$ cat config.mk
export PLATFORM = sky130hd
export DESIGN_NAME = accum_seq
export DESIGN_NICKNAME = d
export VERILOG_FILES = /design/src/rtl/accum_seq_pkg.sv /design/src/rtl/term_counter.sv /design/src/rtl/accum_seq.sv
export SDC_FILE = /design/constraint.sdc
export NUM_CORES = 1
export LEC_CHECK = 0
export ABC_CLOCK_PERIOD_IN_PS = 3500
export CORE_ASPECT_RATIO = 0.7
export CORE_MARGIN = 3
export CORE_UTILIZATION = 42
export DETAILED_ROUTE_END_ITERATION = 16
export PLACE_DENSITY_LB_ADDON = 0.15
export SETUP_SLACK_MARGIN = 0.05
export SLEW_MARGIN = 20
export SYNTH_ARGS = -nofsm -noshare
export SYNTH_HDL_FRONTEND = slang
export SYNTH_SLANG_ARGS = --single-unit
$ cat constraint.sdc
create_clock -name clk -period 3.5 [get_ports clk]
set_input_delay 0.525 -clock clk [delete_from_list [all_inputs] [get_ports clk]]
set_output_delay 0.525 -clock clk [all_outputs]
set_load 0.02 [all_outputs]
$ cat src/rtl/accum_seq_pkg.sv
// Shared types and defaults for the accum_seq pass sequencer.
package accum_seq_pkg;

  typedef enum logic {
    IDLE = 1'b0,
    RUN  = 1'b1
  } state_t;

  localparam int CNT_W_DEF = 6;

endpackage

$ cat src/rtl/term_counter.sv
// Count register with latched terminal value and wrap-to-zero on terminal advance.
// Load, clear and advance take effect on the next edge; hit is combinational.
module term_counter
  import accum_seq_pkg::*;
#(
  parameter int CNT_W = CNT_W_DEF
) (
  input  logic             clk,
  input  logic             rst,
  input  logic             load,
  input  logic             clr,
  input  logic             adv,
  input  logic [CNT_W-1:0] len,
  output logic [CNT_W-1:0] count,
  output logic             hit
);

  logic [CNT_W-1:0] term;

  assign hit = (count == term);

  // Load has priority; the FSM never asserts load together with clr or adv.
  always_ff @(posedge clk or posedge rst) begin
    if (rst) begin
      count <= '0;
      term  <= '0;
    end else if (load) begin
      count <= '0;
      term  <= len - CNT_W'(1);
    end else if (clr) begin
      count <= '0;
    end else if (adv) begin
      count <= hit ? '0 : count + CNT_W'(1);
    end
  end

endmodule

$ cat src/rtl/accum_seq.sv
// Pass sequencer: counts 0..len-1 while en is high, one-shot or continuous.
// sum_finish lands len enabled edges after start; en=0 stalls, abort wins over everything.
module accum_seq
  import accum_seq_pkg::*;
#(
  parameter int CNT_W = CNT_W_DEF,
  parameter bit CONT  = 1'b0
) (
  input  logic             clk,
  input  logic             rst,
  input  logic             start,
  input  logic [CNT_W-1:0] len,
  input  logic             en,
  input  logic             abort,
  output logic [CNT_W-1:0] count_out,
  output logic             busy,
  output logic             last,
  output logic             sum_finish,
  output logic             len_err
);

  state_t state, state_nxt;
  logic   load, clr, adv, hit;
  logic   fin_nxt, err_nxt;

  term_counter #(.CNT_W(CNT_W)) u_cnt (
    .clk   (clk),
    .rst   (rst),
    .load  (load),
    .clr   (clr),
    .adv   (adv),
    .len   (len),
    .count (count_out),
    .hit   (hit)
  );

  assign busy = (state == RUN);
  assign last = busy && hit;

  always_ff @(posedge clk or posedge rst) begin
    if (rst) begin
      state      <= IDLE;
      sum_finish <= 1'b0;
      len_err    <= 1'b0;
    end else begin
      state      <= state_nxt;
      sum_finish <= fin_nxt;
      len_err    <= err_nxt;
    end
  end

  always_comb begin
    state_nxt = state;
    load      = 1'b0;
    clr       = 1'b0;
    adv       = 1'b0;
    fin_nxt   = 1'b0;
    err_nxt   = 1'b0;
    case (state)
      IDLE: begin
        if (start && !abort) begin
          if (len != '0) begin
            load      = 1'b1;
            state_nxt = RUN;
          end else begin
            err_nxt = 1'b1;
          end
        end
      end
      RUN: begin
        if (abort) begin
          clr       = 1'b1;
          state_nxt = IDLE;
        end else if (en) begin
          adv = 1'b1;
          if (hit) begin
            fin_nxt = 1'b1;
            if (!CONT) state_nxt = IDLE;
          end
        end
      end
      default: state_nxt = IDLE;
    endcase
  end

endmodule

==> impl_metrics.toml <==
[run_status]
outcome = "complete, no violations"

[routing]
via_per_inst = 5.19
antenna_left = 0
drt-initial-drc-count = 17
vias = 696
wl_mm = 1.71
drtPass1Iterations = 4
wl_per_cell_um = 12.8
drc_errors = 0

[die]
dieArea_sq_um = 2650
die_w_um = 60.3
core_area_sq_um = 1900
die_h_um = 44.0
row_count = 13
start_util_pct = 45.6
pin_count = 21

[worst_hold_path]
hold_class = "register to register"
hold-path-cell-count = 2

[clocking]
cts.sinks = 15
hold_buffers = 0
clock-root-buffer = "clkbuf_4"
htree_num_levels = 1
clock_latency_ps = 280
cts_tree = "yes"
cts_resized = 0
path_clk_slew_ps = 80
cts_buffers = 3
postCtsSetupBuffers = 0
max-clock-path-buffers = 2

[timing]
worst_slew_pin_slew_ps = 578
period_needed_ps = 2490
report.final.setup_viol = 0
whs_ps = 553
grt_setup_unrepaired = "false"
finalHoldViolations = 0
skew_ps = 2.74
relSlewSlack_pct = 61.4
post-route-period-util_pct = 71.2
final.setup.tns_ps = 0
timing.fmax_mhz = 401
slew_violations = 0

[power_and_ir_drop]
swShare_pct = 32.3
finalPower_mw = 0.451
ir_drop_mv = 0.346
power_frac_seq_pct = 49.2
pwr-share-clk_pct = 21.4
p_comb_share_pct = 29.4
p_switching_mw = 0.146
intPower_mw = 0.305
power_density_nw_per_um2 = 409
leakage_nw = 0.446

[final_layout]
layoutNonFillerInstCount = 134
synthToLayoutAreaGrowth_pct = 27.1
n_antenna_cell = 0
fillCellCount = 178
final_layout_size_suffix_gt1_share_pct = 8.04
utilization_pct = 57.9
multi_input_area_sq_um = 454
nNetsFinal = 127
seq_area_sq_um = 375

[logic_synthesis]
syn_area_per_cell_sq_um = 9.63
yosys_warnings = 0
synth_cells = 90
ys_seq_area_share_pct = 43.3
synth_area_sq_um = 867
synthesis.nets = 104
synth_cell_types = 28
ys_ff_latch = 15

[setup_path]
path_class = "register to output pin"
cp-endpoint = "last"
cp_data_required_time_ps = 2970
ff2ff_path_depth = 4
startpoint_type = "register"
cp-startpoint = "u_cnt.count[2]$_DFFE_PP0P_"
endpoint_kind = "output pin"
crit_arrival_ps = 1970
cp_max_fo = 7
r2r-start = "u_cnt.count[0]$_DFFE_PP0P_"
r2r-end = "u_cnt.count[4]$_DFFE_PP0P_"
r2r_setup_slack_ps = 1860

[global_routing]
grt_pass1_vias = 632
grt_use_total_pct = 15.0
overflow = 0
grt_pass1_wl_mm = 2.89
grt_antenna_before_repair = 0
grt_start_max_net_pins = 20

[job]
cap_violations = 0

[placement]
place_inst = 130
hpwl_mm = 1.33
io_buffers = 20
place_congestion = 0.756
## per-layer routing
metal  wire [um]  share of wire [%]  track usage (%)  vias to the layer above
met5           0                  0                0                        -
met4          12               0.70             2.65                        0
met3         119                6.9             6.71                        2
met2         743                 43             22.2                       15
met1         839                 49             20.7                      310
li1            -                  -                -                      369
## worst max-delay path: stages (launching register included)
cell and delay, ps:
dfrtp_1 460, xnor2_1 210, nand4_2 200, nor3_1 190, clkdlybuf4s50_1 630
## state kept, by name (all words and copies together), names as in the netlist
name,cells
busy,1
len_err,1
sum_finish,1
u_cnt.count,6
u_cnt.term,6
## through the flow
stage,setup WS (ps),instance area [sq um]
finish,1010,1100
global route,824,1100
CTS,1000,1100
detailed placement,1310,1080
global placement,1330,1080
floorplan,1620,867
## area by class of cell
cell class,count,area share [%]
clock buffer,4,2.38
inverter,5,1.70
multi-input combinational,68,41.2
sequential,15,34.1
tap,22,2.50
timing repair buffer,20,18.2
## Yosys cell counts, drive strengths merged
cell type  count  area [sq um]
a31oi          1          21.3
a211oi         1          7.51
or3b           1          11.3
nand2b         1          6.26
dfrtp         15           375
o21a           1          7.51
o211ai         1          7.51
inv            5          18.8
nor4           1          6.26
o21bai         1          7.51
nand3          2          10.0
ha             3          37.5
nand4          2          18.8
a21oi         11          55.1
o21ai          4          23.8
nor2          10          37.5
a2111oi        3          26.3
and3           5          33.8
nor3           3          15.0
xnor2          8          70.1
xor2           3          26.3
or3            1          6.26
nand2          5          18.8
buf            2          18.8
## placed cells by master, fill, tap and decap left out
cell             synthesis  routed
clkdlybuf4s50_1          0      20
nand4_1                  1       1
o21bai_1                 1       1
or3b_4                   1       1
nor3_1                   3       3
xnor2_1                  8       8
nand2b_1                 1       1
o21a_1                   1       1
or3_1                    1       1
clkbuf_4                 0       3
o211ai_1                 1       1
and3_1                   3       3
a2111oi_0                3       3
a211oi_1                 1       1
xor2_1                   3       3
o21ai_2                  1       1
inv_1                    5       5
ha_1                     3       3
nor4_1                   1       1
a21oi_1                 11      11
dfrtp_1                 15      15
o21ai_0                  3       3
a31oi_4                  1       1
nor2_1                  10      10
and3_2                   2       2
nand4_2                  1       1
nand2_1                  5       5
nand3_1                  2       2
clkbuf_1                 0       1
## how the worst min path moves through the flow
stage                                    startpoint                        end  slack [ps]
final                     u_cnt.term[0]$_DFFE_PP0N_  u_cnt.term[0]$_DFFE_PP0N_         550
after global routing      u_cnt.term[0]$_DFFE_PP0N_  u_cnt.term[0]$_DFFE_PP0N_         600
after CTS                 u_cnt.term[0]$_DFFE_PP0N_  u_cnt.term[0]$_DFFE_PP0N_         570
after detailed placement  u_cnt.term[0]$_DFFE_PP0N_  u_cnt.term[0]$_DFFE_PP0N_         550
after global placement    u_cnt.term[2]$_DFFE_PP0N_  u_cnt.term[2]$_DFFE_PP0N_         530
after floorplan                                 rst             busy$_DFF_PP0_         430
## power groups by stage
stage          Clock, mW  Sequential [mW]  Combinational [mW]
6_report          0.0964            0.222               0.133
5_1_grt            0.112            0.227               0.148
4_1_cts            0.103            0.223               0.134
3_5_place_dp           0            0.226               0.133
3_3_place_gp           0            0.227               0.131
2_1_floorplan          0            0.231              0.0801
## logic make-up (layout without fill, tap and decap cells)
group                      count (synthesis)  after routing  share of synthesized area, %
xor gates and xnor gates                  11             11                          11.1
DFF                                       15             15                          43.3
adders and majority gates                  3              3                          4.33
and+or+nand+nor                           31             31                          18.9
buffers and inverters                      7             29                          4.33
AOI/OAI and AO/OA                         23             23                          18.0
Note: power is estimated with default switching activity, not from simulation.
